--- config.mk ---
export PLATFORM = sky130hd
export DESIGN_NAME = priority_arbiter4_flat
export DESIGN_NICKNAME = d
export VERILOG_FILES = /design/src/rtl/priority_arbiter4_if.sv /design/src/rtl/priority_arbiter4.sv /design/src/flat_wrapper.sv
export SDC_FILE = /design/constraint.sdc
export NUM_CORES = 1
export LEC_CHECK = 0
export ABC_AREA = 1
export ABC_CLOCK_PERIOD_IN_PS = 1940
export BUFFER_PORTS_ARGS = -buffer_cell sky130_fd_sc_hd__buf_2
export CAP_MARGIN = 20
export CORE_ASPECT_RATIO = 0.5
export CORE_UTILIZATION = 45
export CTS_BUF_LIST = sky130_fd_sc_hd__clkbuf_8
export CTS_CLUSTER_DIAMETER = 100
export CTS_CLUSTER_SIZE = 8
export DETAILED_ROUTE_END_ITERATION = 8
export MAX_ROUTING_LAYER = met4
export PLACE_DENSITY_LB_ADDON = 0.2
export SYNTH_ARGS = -nofsm -noshare
export SYNTH_HDL_FRONTEND = slang
export SYNTH_SLANG_ARGS = --single-unit
--- constraint.sdc ---
create_clock -name clk -period 1.94 [get_ports clk]
set_input_delay 0.388 -clock clk [delete_from_list [all_inputs] [get_ports clk]]
set_output_delay 0.388 -clock clk [all_outputs]
set_load 0.1 [all_outputs]
--- src/rtl/priority_arbiter4_if.sv ---
// Request/grant bundle between requesters and the 4-way priority arbiter.
// The master side drives requests and the policy select, the slave (arbiter)
// side returns the registered grant information.
interface priority_arbiter4_if;
  logic [3:0] req;
  logic       rr_mode;
  logic [3:0] gnt;
  logic [1:0] gnt_id;
  logic       gnt_valid;
  logic       preempt;

  modport master (
    output req,
    output rr_mode,
    input  gnt,
    input  gnt_id,
    input  gnt_valid,
    input  preempt
  );

  modport slave (
    input  req,
    input  rr_mode,
    output gnt,
    output gnt_id,
    output gnt_valid,
    output preempt
  );
endinterface

--- src/rtl/priority_arbiter4.sv ---
// 4-requester arbiter with fixed-priority or round-robin selection and a
// bounded hold time. An owner keeps the grant while it requests; after
// MAX_HOLD consecutive cycles the grant is rotated straight to another active
// requester (flagged by a one-cycle preempt pulse). A voluntary release always
// passes through one IDLE cycle before the next arbitration.
module priority_arbiter4 #(
  parameter int MAX_HOLD = 8
) (
  input  logic                  clk,
  input  logic                  rst,
  priority_arbiter4_if.slave    bus
);

  typedef enum logic {
    IDLE = 1'b0,
    BUSY = 1'b1
  } state_t;

  localparam logic [7:0] HOLD_LIMIT = 8'(MAX_HOLD);

  state_t     state, state_nxt;
  logic [1:0] owner, owner_nxt;
  logic [1:0] last_id, last_id_nxt;
  logic [7:0] hold_cnt, hold_cnt_nxt;
  logic       mode, mode_nxt;
  logic       preempt_nxt;
  logic [3:0] others;

  logic [3:0] gnt_nxt;
  logic [1:0] gnt_id_nxt;
  logic       gnt_valid_nxt;

  // Fixed priority: the highest set index wins (later loop hits overwrite).
  function automatic logic [1:0] pick_fixed(input logic [3:0] r);
    logic [1:0] w;
    w = 2'd0;
    for (int i = 0; i < 4; i++) begin
      if (r[i]) w = 2'(i);
    end
    return w;
  endfunction

  // Round-robin: first set bit searching upward from last+1 with wrap.
  function automatic logic [1:0] pick_rr(input logic [3:0] r, input logic [1:0] last);
    logic [1:0] w;
    logic [1:0] idx;
    logic       found;
    w     = 2'd0;
    found = 1'b0;
    for (int k = 1; k <= 4; k++) begin
      idx = last + 2'(k);
      if (!found && r[idx]) begin
        w     = idx;
        found = 1'b1;
      end
    end
    return w;
  endfunction

  function automatic logic [1:0] pick(input logic [3:0] r, input logic use_rr,
                                      input logic [1:0] last);
    return use_rr ? pick_rr(r, last) : pick_fixed(r);
  endfunction

  // State register; every architectural flop, including the registered outputs.
  always_ff @(posedge clk) begin
    if (rst) begin
      state         <= IDLE;
      owner         <= 2'd0;
      last_id       <= 2'd3;
      hold_cnt      <= 8'd0;
      mode          <= 1'b0;
      bus.gnt       <= 4'b0000;
      bus.gnt_id    <= 2'd0;
      bus.gnt_valid <= 1'b0;
      bus.preempt   <= 1'b0;
    end else begin
      state         <= state_nxt;
      owner         <= owner_nxt;
      last_id       <= last_id_nxt;
      hold_cnt      <= hold_cnt_nxt;
      mode          <= mode_nxt;
      bus.gnt       <= gnt_nxt;
      bus.gnt_id    <= gnt_id_nxt;
      bus.gnt_valid <= gnt_valid_nxt;
      bus.preempt   <= preempt_nxt;
    end
  end

  // Next-state logic: arbitration from IDLE, hold / release / forced rotation in BUSY.
  always_comb begin
    state_nxt    = state;
    owner_nxt    = owner;
    last_id_nxt  = last_id;
    hold_cnt_nxt = hold_cnt;
    mode_nxt     = mode;
    preempt_nxt  = 1'b0;
    others       = bus.req & ~(4'b0001 << owner);
    unique case (state)
      IDLE: begin
        if (bus.req != 4'b0000) begin
          state_nxt    = BUSY;
          mode_nxt     = bus.rr_mode;
          owner_nxt    = pick(bus.req, bus.rr_mode, last_id);
          last_id_nxt  = owner_nxt;
          hold_cnt_nxt = 8'd1;
        end
      end
      BUSY: begin
        if (!bus.req[owner]) begin
          // Release wins over any simultaneous hold-limit event.
          state_nxt    = IDLE;
          hold_cnt_nxt = 8'd0;
        end else if (hold_cnt == HOLD_LIMIT) begin
          hold_cnt_nxt = 8'd1;
          if (others != 4'b0000) begin
            owner_nxt   = pick(others, mode, last_id);
            last_id_nxt = owner_nxt;
            preempt_nxt = 1'b1;
          end
        end else begin
          hold_cnt_nxt = hold_cnt + 8'd1;
        end
      end
      default: state_nxt = IDLE;
    endcase
  end

  // Output decode of the next state; gnt stays one-hot and matches gnt_id.
  always_comb begin
    gnt_nxt       = 4'b0000;
    gnt_id_nxt    = 2'd0;
    gnt_valid_nxt = 1'b0;
    if (state_nxt == BUSY) begin
      gnt_nxt       = 4'b0001 << owner_nxt;
      gnt_id_nxt    = owner_nxt;
      gnt_valid_nxt = 1'b1;
    end
  end

endmodule

--- src/flat_wrapper.sv ---
// flat-port wrapper written by rule: the top's interface ports become plain ports
module priority_arbiter4_flat 
#(
  parameter int MAX_HOLD = 8
)
  (clk, rst, bus_req, bus_rr_mode, bus_gnt, bus_gnt_id, bus_gnt_valid, bus_preempt);
  priority_arbiter4_if bus_i ();
  input  logic clk;
  input  logic rst;
  input wire logic [$bits(bus_i.req)-1:0] bus_req;
  input wire logic [$bits(bus_i.rr_mode)-1:0] bus_rr_mode;
  output wire logic [$bits(bus_i.gnt)-1:0] bus_gnt;
  output wire logic [$bits(bus_i.gnt_id)-1:0] bus_gnt_id;
  output wire logic [$bits(bus_i.gnt_valid)-1:0] bus_gnt_valid;
  output wire logic [$bits(bus_i.preempt)-1:0] bus_preempt;
  assign bus_i.req = bus_req;
  assign bus_i.rr_mode = bus_rr_mode;
  assign bus_gnt = bus_i.gnt;
  assign bus_gnt_id = bus_i.gnt_id;
  assign bus_gnt_valid = bus_i.gnt_valid;
  assign bus_preempt = bus_i.preempt;
  priority_arbiter4 #(.MAX_HOLD(MAX_HOLD)) u_core (.clk(clk), .rst(rst), .bus(bus_i));
endmodule
==> After elaboration in Yosys (flattened, before gate mapping) <==
Index checks and enable logic that the tools add are counted.
{ "totals": {"output_inout_bits": 8, "input_bits": 7, "regBits": 22} }
{ "classes": {"n_mux": 77, "add_sub_neg": 4, "n_eq_ne": 5, "bitwise_logic": 6, "n_reduce_logical": 18, "n_shift": 2, "n_lt_le_gt_ge": 5} }
{ "ops": {"columns": ["op", "n"], "rows": [
  ["$mux 2", 22],
  ["$mux 1", 39],
  ["$mux 8", 3],
  ["$bmux 1 s2", 9],
  ["$pmux 8 s2", 1],
  ["$lt 2x3->1 const B", 5],
  ["$add 8x1->8 const B", 1],
  ["$eq 8x4->1 const B", 1],
  ["$pmux 2 s2", 2],
  ["$reduce_bool 4->1", 2],
  ["$shl 1x2->4 const A", 2],
  ["$logic_and 1x1->1", 6],
  ["$logic_not 1->1", 6],
  ["$ne 2x2->1 const B", 3],
  ["$add 2x2->2 const B", 2],
  ["$and 4x4->4", 1],
  ["$not 1->1", 4],
  ["$not 4->4", 1],
  ["$reduce_and 4->1", 1],
  ["$reduce_or 4->1", 1],
  ["$add 2x1->2 const B", 1],
  ["$ne 2x1->1 const B", 1],
  ["$pmux 1 s2", 1],
  ["$reduce_and 2->1", 1],
  ["$reduce_or 2->1", 1]
]} }

==> Logic depth before layout (Yosys ltp) <==
Gate-level depths: netlist of the first run.
{ "logic_depth": {"ltp_word": 33, "mapped_depth": 16, "ltp_nobuf": 15} }

==> Least setup slack after synthesis of the first run <==
No wires, ideal clock.
{ "synth_path": {"path_type": "register to register", "from": "reg u_core.state", "to": "reg u_core.hold_cnt[4]", "setup_slack_ps": -15, "synth_period_minus_slack_ps": 1955, "setup_time_ps": 80, "stages_incl_launch_ff": 7, "required_time_ps": 1860, "t_arrival_ps": 1875, "path_cell_list": "dfxtp_1 inv_1 nor2_1 inv_1 nor2_1 o21ai_1 nor3b_1"} }
{ "synth_between": {"elab_chain_cells": 2, "elab_cells_between_ends": 3, "cone_classes": "1 x eq/ne; 1 x mux; 1 x bitwise"} }
{ "synth_lines": {"columns": ["item", "line_no", "rtl"], "rows": [
  ["start, declared", "priority_arbiter4.sv:21", "state_t state, state_nxt;"],
  ["start signal, assigned", "priority_arbiter4.sv:78", "state <= state_nxt;"],
  ["$not 1->1 (no source line)", null, null],
  ["$pmux 8 s2 / $ne 2x1->1 (equally long branches)", null, null],
  ["end signal, assigned", "priority_arbiter4.sv:81", "hold_cnt <= hold_cnt_nxt;"],
  ["end, declared", "priority_arbiter4.sv:24", "logic [7:0] hold_cnt, hold_cnt_nxt;"]
]} }
Parallel ways exist; a longest one is shown, timed or not.
A chain may end at the register's enable or synchronous reset.

==> Worst setup path in the final report of the first run <==
{ "layout_path": {"from": "reg u_core.last_id[0]", "to": "reg u_core.bus.gnt[3]"} }
{ "layout_between": {"elab_chain_cells": 31, "elab_cells_between_ends": 71, "cone_classes": "3 x add/sub; 1 x shift; 55 x mux; 12 x reduce/logical"} }
{ "layout_lines": {"columns": ["item", "line_no", "rtl"], "rows": [
  ["start, declared", "priority_arbiter4.sv:23", "logic [1:0] last_id, last_id_nxt;"],
  ["start signal, assigned", "priority_arbiter4.sv:80", "last_id <= last_id_nxt;"],
  ["$add 2x1->2", "priority_arbiter4.sv:51", "idx = last + 2'(k);"],
  ["$bmux 1 s2", "priority_arbiter4.sv:52", "if (!found && r[idx]) begin"],
  ["$mux 1 (not written as such)", "priority_arbiter4.sv:52", null],
  ["$mux 1", "priority_arbiter4.sv:52", null],
  ["$mux 1", "priority_arbiter4.sv:116", "if (others != 4'b0000) begin"],
  ["$mux 1", "priority_arbiter4.sv:114", "end else if (hold_cnt == HOLD_LIMIT) begin"],
  ["$mux 1", "priority_arbiter4.sv:110", "if (!bus.req[owner]) begin"],
  ["$mux 1", "priority_arbiter4.sv:99", "unique case (state)"],
  ["[15 not listed]", null, null],
  ["$logic_and 1x1->1", "priority_arbiter4.sv:52", null],
  ["$mux 2", "priority_arbiter4.sv:52", null],
  ["$mux 2", "priority_arbiter4.sv:62", "return use_rr ? pick_rr(r, last) : pick_fixed(r);"],
  ["$mux 2", "priority_arbiter4.sv:116", null],
  ["$mux 2", "priority_arbiter4.sv:114", null],
  ["$mux 2", "priority_arbiter4.sv:110", null],
  ["$pmux 2 s2 (*)", "priority_arbiter4.sv:99", null],
  ["$shl 1x2->4 (*)", "priority_arbiter4.sv:135", "gnt_nxt = 4'b0001 << owner_nxt;"],
  ["end signal, assigned", "priority_arbiter4.sv:83", "bus.gnt <= gnt_nxt;"],
  ["end, declared", "priority_arbiter4_if.sv:24", "output gnt,"]
]} }
Every way passes the cells marked *; elsewhere a longest branch is shown, timed or not. The select of a mux whose other input is x is not followed.

==> impl_metrics.toml, run 1 <==
[layout]
syn_to_final_growth_pct = 14.3
fin_util_pct = 53.9
final_cells = 318
finalNetCount = 277
regArea_sq_um = 427
final_cell_mix = "nand2_1 (53), nor2_1 (26), nand3_1 (25), inv_1 (24), nand2_2 (20)"
layout_commonest_cell = "nand2_1"
postLayoutCellArea_sq_um = 1860
insertedDiodeCount = 0
fillCellCount = 368
drive_above_1_share_pct = 31.8
multi_input_area_sq_um = 1060

[synthesis]
yosysWarnings = 0
synth_seq_area_share_pct = 25.8
async_flop_share_pct = 0
postSynthAreaPerCell_sq_um = 6.62
synth_edf_count = 0
synth_area_sq_um = 1630
synth_fp_nets = 255
synth_cells = 246
synth_cell_types = 32
synth-seq-cells = 21
synth_flop_cell = "dfxtp_1"

[grt]
grt_overflow_total = 0
grt_pass1_vias = 1252
grt_max_degree = 12
antenna_found_initial = 0
track_usage_pct = 19.6
grt_pass1_wl_um = 5690

[power_and_ir_drop]
totalPowerFinal_mw = 1.67
p_leak_nw = 0.866
intPower_mw = 0.885
power_frac_comb_pct = 52.6
clkPwrFrac_pct = 17.1
power_density_nw_per_um2 = 896
switching_share_pct = 46.9
p_sw_mw = 0.782
seq_power_share_pct = 30.3
peakVddDrop_mv = 0.475

[cts]
cts_buffers = 3
htreeDepth = 1
cts_tree = "done"
cts.sinks = 21
cts_resized = 0
clockBufferDepth = 2
insertion_delay_ns = 0.26
clk_root_buffer_cell = "clkbuf_8"
hold_buffers = 0
path_clk_slew_ns = 0.08
cts_setup_buffers = 0

[worst_setup_path]
cp_common_cell = "nand2_2"
cp-start-kind = "register"
cp_cell_sequence = "inv_2 > buf_12 > nand3_2 > nand3_1 > nand2_4 > nand2_4 > nor2_1 > nor2_1 > nand2_1 > nand2_1 > nand3_1 > nand2_2 > nand2_2 > nand2_2 > nor2_2"
cpPeakStageDelay_ns = 0.37
crit_type = "reg -> reg"
worstReg2RegStart = "u_core.last_id[0]$_SDFFE_PP1P_"
crit_arrival_ns = 1.94
worstPathMaxFanout = 8
crit_start = "u_core.last_id[0]$_SDFFE_PP1P_"
crit_slowest_cell = "dfxtp_4"
endpoint_kind = "register"
cp_data_required_time_ns = 2.10

[route]
dr.pass1.iters = 4
drc = 0
drt_first_iter_violations = 65
wl_per_cell_um = 11.2
ant_nets = 0
wl_um = 3550
via_per_inst = 4.99
vias = 1586

[timing]
skew_ns = 0.00902
whs_ns = 0.382
post-route-period-util_pct = 92.1
fin_setup_tns_ns = 0
fmax_ghz = 0.560
maxSlewViolCount = 0
worst_slew_pin_slew_ns = 0.487
worst_slack_ns = 0.153
rsz0062_at_grt = "no"
max_slew_margin_pct = 67.7
period_minus_slack_ns = 1.79
hold_violations = 0
setup_viol = 0

[placement]
place_hpwl_um = 2850
placed_cell_area_sq_um = 1790
port_buffers = 14
gp_congestion = 0.943
placedCellCount = 314
pre_cts_ws_ns = 0.0109

[floorplan]
row_count = 15
num_io_pins = 15
die_area_sq_um = 3880
placeableCoreArea_sq_um = 3450
initial_utilization_pct = 47.2
die_x_um = 87.1
die_y_um = 44.5

[outcome]
outcome = "finished, final reports clean"

[hold_path]
hp-start = "rst"
worstHoldPathType = "in -> reg"

[job]
maxCapViolCount = 0
[kinds of logic (layout without fill, tap and decap cells)]
kind of cell | after synthesis | count (layout) | synth area share, %
buffers and inverters | 36 | 57 | 10.2
adder cells (fa/ha/maj) | 2 | 2 | 1.54
AO/OA/AOI/OAI | 33 | 33 | 12.6
flip-flops | 21 | 21 | 25.8
AND/OR/NAND/NOR | 153 | 153 | 49.3
XOR/XNOR | 1 | 1 | 0.538
[power groups by stage]
stage                     sequential, mW  combinational, mW  clock, mW
after CTS                          0.502              0.865      0.293
after global routing               0.509              0.962      0.311
after detailed placement           0.512              0.862          0
after global placement             0.512              0.859          0
after floorplan                    0.637              0.585          0
final                              0.506              0.876      0.286
[synth_stat cells (6+ instances only)]
cell type | count | share of area (%)
nand3_2 | 6 | 3.7
a21oi_1 | 13 | 4.0
inv_2 | 7 | 1.6
o21ai_0 | 7 | 2.2
nand2_2 | 15 | 5.8
nand2_1 | 58 | 13
dfxtp_1 | 21 | 26
nand3_1 | 26 | 8.0
nor2_1 | 26 | 6.0
inv_1 | 23 | 5.3
nand2_4 | 10 | 6.9
[registers in the layout (all words and copies together) (netlist names)]
register / cells
u_core.mode: 1
u_core.hold_cnt: 8
u_core.bus.gnt: 4
u_core.last_id: 2
u_core.bus.gnt_id: 2
u_core.bus.preempt: 1
u_core.state: 1
u_core.owner: 2
[worst paths after layout]
kind,end,slack [ns],depth (start not counted)
hold / removal,u_core.hold_cnt[1]$_SDFFE_PP0P_,0.38,2
hold reg to reg,u_core.hold_cnt[7]$_SDFFE_PP0P_,0.51,2
setup / recovery,u_core.bus.gnt[3]$_SDFF_PP0_,0.15,15
setup reg to reg,u_core.bus.gnt[3]$_SDFF_PP0_,0.15,15
[per-layer routing]
metal  share of wire (%)  GRT usage (%)
met1                  50           26.9
met5                   0              -
met2                  46           31.2
met3                 3.9           3.36
met4                0.31           2.95
[area by class of cell]
class                   instances  area share, %
clock inverters                 1          0.202
clock buffers                   3           2.22
flip-flops and latches         21           22.9
repair buffers                 21           7.26
multi-input cells             189           57.1
well taps                      51           3.43
inverters                      32           6.85
[critical path, delay by kind of cell (launching register included)]
family	cells	cell delay (ns)
and+or+nand+nor	13	1.06
DFF	1	0.37
buffers and inverters	2	0.25
Power figures use the tool's default switching activity.
==> run 2: changes to the inputs <==
--- a/config.mk
+++ b/config.mk
@@ -9,12 +9,13 @@
 export ABC_CLOCK_PERIOD_IN_PS = 1940
 export BUFFER_PORTS_ARGS = -buffer_cell sky130_fd_sc_hd__buf_2
 export CAP_MARGIN = 20
-export CORE_ASPECT_RATIO = 0.5
-export CORE_UTILIZATION = 45
+export CORE_ASPECT_RATIO = 1.25
+export CORE_UTILIZATION = 44
 export CTS_BUF_LIST = sky130_fd_sc_hd__clkbuf_8
 export CTS_CLUSTER_DIAMETER = 100
 export CTS_CLUSTER_SIZE = 8
 export DETAILED_ROUTE_END_ITERATION = 8
+export GPL_TIMING_DRIVEN = 0
 export MAX_ROUTING_LAYER = met4
 export PLACE_DENSITY_LB_ADDON = 0.2
 export SYNTH_ARGS = -nofsm -noshare
==> impl_metrics.toml, run 2 (synthesis gave the netlist of run 1 again) <==
[outcome]
outcome = "finished, final reports clean"

[placement]
placedCellCount = 298
gp_congestion = 0.885
port_buffers = 13
place_hpwl_um = 2740

[cts]
htreeDepth = 1
cts_setup_buffers = 0
insertion_delay_ns = 0.26
cts.sinks = 21
cts_buffers = 3
clk_root_buffer_cell = "clkbuf_8"
path_clk_slew_ns = 0.07
clockBufferDepth = 2
cts_tree = "done"

[timing]
fmax_ghz = 0.560
setup_viol = 0
period_minus_slack_ns = 1.79
max_slew_margin_pct = 67.9
maxSlewViolCount = 0
worst_slew_pin_slew_ns = 0.484
hold_violations = 0
skew_ns = 0.00315
post-route-period-util_pct = 92.1

[job]
maxCapViolCount = 0

[worst_setup_path]
endpoint_kind = "register"
worstPathMaxFanout = 8
crit_type = "reg -> reg"
worst-path-stages = 14
crit_arrival_ns = 1.94
cp_cell_sequence = "buf_6 > inv_8 > nand2_1 > nand2_4 > nand2_2 > nand2_4 > nor2_4 > nand2_2 > nand3_1 > nand3_1 > nand2_1 > o21ai_2 > a21oi_4 > nor2_1"
reg2regPathDepth = 14
cp-start-kind = "register"
cp_top_family = "simple AND/OR/NAND/NOR gates"
cp_data_required_time_ns = 2.10
cpPeakStageDelay_ns = 0.33
timing.critical_path.buf_inv = 2
crit_slowest_cell = "dfxtp_1"

[floorplan]
die_x_um = 56.4
placeableCoreArea_sq_um = 3510
num_io_pins = 15
die_area_sq_um = 3950
initial_utilization_pct = 46.4
die_y_um = 70.0
row_count = 24

[grt]
grt_overflow_total = 0
grt_pass1_vias = 1415
track_usage_pct = 19.1
grt_max_degree = 13
antenna_found_initial = 0
grt_pass1_wl_um = 6020

[hold_path]
worstHoldPathType = "in -> reg"
hold_depth = 2

[layout]
syn_to_final_growth_pct = 11.4
final_cells = 302
final_cell_mix = "nand2_1 (57), nand3_1 (25), inv_1 (23), nor2_1 (23), dfxtp_1 (19)"
top_regs = "u_core.hold_cnt x8, u_core.bus.gnt x4"
largest_register_ffs = 8
fillCellCount = 371
finalNetCount = 273
drive_above_1_share_pct = 30.4
regMostFlops = "u_core.hold_cnt"
fin_util_pct = 51.7
insertedDiodeCount = 0
layout_commonest_cell = "nand2_1"

[power_and_ir_drop]
power_density_nw_per_um2 = 904
p_leak_nw = 0.845
totalPowerFinal_mw = 1.64
peakVddDrop_mv = 0.725

[route]
wl_per_cell_um = 11.3
ant_nets = 0
drt_first_iter_violations = 41
vias = 1536
wl_um = 3430
dr.pass1.iters = 4
via_per_inst = 5.09
drc = 0
## run 2: cell count changes in the layout (fill, tap and decap cells not counted), moves of 2 or more
cell and change:
nor2_2 +3, nand2_1 +4, buf_6 +2, nand2_2 -4
nor2_1 -3, buf_4 -6
## run 2: cell type report
| class | count | area (sq um) | area share (%) |
|---|---|---|---|
| Buffer | 4 | 42.5 | 2.34 |
| Clock buffer | 3 | 41.3 | 2.27 |
| Clock inverter | 1 | 5.00 | 0.276 |
| Inverter | 32 | 128 | 7.03 |
| Multi-Input combinational cell | 189 | 1060 | 58.5 |
| Sequential cell | 21 | 423 | 23.3 |
| Tap cell | 39 | 48.8 | 2.69 |
| Timing Repair Buffer | 13 | 65.1 | 3.58 |
## run 2: power by group
part	switching [mW]	internal [mW]	total (mW)
clock network	0.142	0.143	0.285
registers	0.0247	0.471	0.495
logic	0.602	0.258	0.860
## run 2: path summary, 6_finish.rpt
path                                    from                              end  slack [ns]
max reg2reg   u_core.last_id[1]$_SDFFE_PP1P_  u_core.bus.gnt_id[0]$_SDFF_PP0_        0.15
min reg2reg  u_core.hold_cnt[7]$_SDFFE_PP0P_  u_core.hold_cnt[7]$_SDFFE_PP0P_        0.50
max           u_core.last_id[1]$_SDFFE_PP1P_  u_core.bus.gnt_id[0]$_SDFF_PP0_        0.15
min                                      rst  u_core.hold_cnt[7]$_SDFFE_PP0P_        0.39
## run 2: stage by stage
stage | hold WS (ns) | instance area, sq um | TNS (ns) | setup WS (ns)
6_report | 0.388 | 1820 | 0 | 0.154
5_1_grt | 0.395 | 1820 | -0.00326 | -0.00203
4_1_cts | 0.401 | 1790 | 0 | 0.106
3_5_place_dp | 0.489 | 1740 | 0 | 0.0446
3_3_place_gp | 0.486 | 1740 | 0 | 0.0510
2_1_floorplan | 0.457 | 1630 | 0 | 0.329
## run 2: routing by layer
layer  vias to the layer above  wire, um  track usage [%]
li1                        819         -                -
met1                       684      1570             22.7
met2                        23      1680             33.1
met3                        10        94             1.67
met4                         0        87             7.05
met5                         -         0                -
## run 2: what timing repair did
item | CTS | global route
hold buffers | 0 | 0
endpoints found under the setup margin | 0 | 12
resized for setup | 0 | 8
==> run 3: changes to the inputs <==
--- a/config.mk
+++ b/config.mk
@@ -5,11 +5,10 @@
 export SDC_FILE = /design/constraint.sdc
 export NUM_CORES = 1
 export LEC_CHECK = 0
-export ABC_AREA = 1
 export ABC_CLOCK_PERIOD_IN_PS = 1940
 export BUFFER_PORTS_ARGS = -buffer_cell sky130_fd_sc_hd__buf_2
 export CAP_MARGIN = 20
-export CORE_ASPECT_RATIO = 1.25
+export CORE_ASPECT_RATIO = 1.1
 export CORE_UTILIZATION = 44
 export CTS_BUF_LIST = sky130_fd_sc_hd__clkbuf_8
 export CTS_CLUSTER_DIAMETER = 100
==> impl_metrics.toml, run 3 <==
[route]
wl_per_cell_um = 15.0
via_per_inst = 6.00
dr.pass1.iters = 4
wl_um = 3290
drc = 0
drt_first_iter_violations = 37
vias = 1320
ant_nets = 0

[worst_setup_path]
reg2regPathDepth = 6
cp_data_required_time_ns = 2.09
cp-start-kind = "register"
worstPathMaxFanout = 10
endpoint_kind = "register"
crit_type = "reg -> reg"
crit_arrival_ns = 2.18

[layout]
multi_input_area_sq_um = 867
insertedDiodeCount = 0
drive_above_1_share_pct = 26.7
syn_to_final_growth_pct = 22.0
finalNetCount = 197
regMostFlops = "u_core.hold_cnt"
regArea_sq_um = 434
fin_util_pct = 57.0
fillCellCount = 276
postLayoutCellArea_sq_um = 1600
top_regs = "u_core.hold_cnt x8, u_core.bus.gnt x4"
final_cell_mix = "buf_2 (17), nor2_1 (17), dfxtp_1 (16), nand2_1 (12), a21oi_1 (9)"
largest_register_ffs = 8

[floorplan]
die_y_um = 59.2
die_area_sq_um = 3200
initial_utilization_pct = 46.7
placeableCoreArea_sq_um = 2800
num_io_pins = 15
row_count = 20
die_x_um = 54

[synthesis]
synthTopCellsByArea = "dfxtp_1 (32%), nor2_1 (5.4%), nand2b_1 (3.8%)"
synth_seq_area_share_pct = 32.1
synth_flop_cell = "dfxtp_1"
synth-seq-cells = 21
synth_edf_count = 0
synth_cells = 164
postSynthAreaPerCell_sq_um = 7.98
yosysWarnings = 0
synth_common_cells = "dfxtp_1 (21), nor2_1 (19), nand2_1 (12)"
async_flop_share_pct = 0
synth_cell_types = 47
synth_area_sq_um = 1310
synth_largest_area_cell = "dfxtp_1"
synth_fp_nets = 173
synth_top_cell_area_share_pct = 32.1
synth_most_common_cell = "dfxtp_1"

[timing]
maxSlewViolCount = 0
whs_ns = 0.365
fin_setup_tns_ns = -0.249
post-route-period-util_pct = 105
skew_ns = 0.00885
worst_slew_pin_slew_ns = 0.494
period_minus_slack_ns = 2.03
setup_viol = 4
fmax_ghz = 0.492
worst_slack_ns = -0.0942
rsz0062_at_grt = "yes"
hold_violations = 0
max_slew_margin_pct = 67.3

[outcome]
violations = "setup timing"
outcome = "finished, violations left"

[grt]
grt_pass1_wl_um = 5120
track_usage_pct = 22.4
grt_pass1_vias = 1166
antenna_found_initial = 0
grt_overflow_total = 0
grt_max_degree = 13

[cts]
insertion_delay_ns = 0.26
clk_root_buffer_cell = "clkbuf_8"
path_clk_slew_ns = 0.08
cts_buffers = 3
clockBufferDepth = 2
cts.sinks = 21
htreeDepth = 1
cts_tree = "done"
hold_buffers = 0

[power_and_ir_drop]
peakVddDrop_mv = 0.434
p_sw_mw = 0.430
switching_share_pct = 37.3
power_density_nw_per_um2 = 722
clkPwrFrac_pct = 24.3
intPower_mw = 0.723
p_leak_nw = 0.673
seq_power_share_pct = 42.4
power_frac_comb_pct = 33.3

[job]
maxCapViolCount = 0

[placement]
gp_congestion = 0.892
pre_cts_ws_ns = -0.337
place_hpwl_um = 2370
placed_cell_area_sq_um = 1420
port_buffers = 14

[hold_path]
worstHoldPathType = "in -> reg"
hold_depth = 2
==> run 3: cell types whose count changed after synthesis, moves of 6 or more <==
cell / delta
nor3_1: +8
inv_1: -13
nand2_1: -46
nand2b_1: +8
nand3_1: -22
nand2_4: -10
nor2_1: -7
nand3_2: -6
inv_2: -7
nand2_2: -15
==> run 3: per-stage QoR <==
step / cells / total power [mW]
2_1_floorplan: 164 / 0.774
3_3_place_gp: 211 / 0.838
3_5_place_dp: 211 / 0.847
4_1_cts: 218 / 1.15
5_1_grt: 220 / 1.20
6_report: 220 / 1.15
==> run 3: kinds of logic after synthesis <==
group,share of synthesized area [%]
compound gates,26.9
fa+ha+maj,1.91
buf+inv,6.41
flops,32.1
mux,3.92
simple gates,28.8
==> run 3: final cells by class <==
| cell class | count | share of cell area, % |
|---|---|---|
| Timing Repair Buffer | 20 | 7.21 |
| Clock inverter | 1 | 0.313 |
| Clock buffer | 3 | 2.59 |
| Sequential cell | 21 | 27.2 |
| Buffer | 8 | 3.13 |
| Tap cell | 33 | 2.59 |
| Inverter | 10 | 2.66 |
| Multi-Input combinational cell | 124 | 54.3 |
==> run 3: worst paths after layout <==
path                                                       from                         endpoint  slack [ns]
worst max-delay path                 u_core.owner[0]$_SDFF_PP0_     u_core.bus.gnt[1]$_SDFF_PP0_       -0.09
worst max register to register       u_core.owner[0]$_SDFF_PP0_     u_core.bus.gnt[1]$_SDFF_PP0_       -0.09
worst min-delay path                                        rst  u_core.hold_cnt[4]$_SDFFE_PP0P_        0.37
worst min register to register  u_core.hold_cnt[5]$_SDFFE_PP0P_  u_core.hold_cnt[5]$_SDFFE_PP0P_        0.51
==> run 3: worst max-delay path, cell delays in order, from the launching register on <==
cell and delay, ns:
dfxtp_2 0.34, buf_6 0.14, mux2i_1 0.14, o22a_2 0.29
or4_4 0.57, o221a_4 0.31, nor3b_1 0.14
==> run 3: power by group through the flow <==
stage | Clock, mW | Combinational (mW) | Sequential (mW)
after global placement | 0 | 0.346 | 0.492
after detailed placement | 0 | 0.354 | 0.494
after global routing | 0.300 | 0.412 | 0.491
after CTS | 0.289 | 0.371 | 0.485
after floorplan | 0 | 0.189 | 0.584
final | 0.281 | 0.384 | 0.488
==> run 3: layer usage <==
metal,GRT usage (%),part of all wire (%),vias up
li1,-,-,655
met1,26.1,44,628
met2,39.2,52,31
met3,3.08,3.4,6
met4,6.59,1.3,0
met5,-,0,-
==> run 3: repair_timing <==
| action | CTS | global route |
|---|---|---|
| pin swaps | 6 | 9 |
| gates cloned | 0 | 0 |
| buffers inserted | 4 | 2 |
| setup endpoints to repair | 15 | 14 |
| gates resized for setup | 17 | 11 |
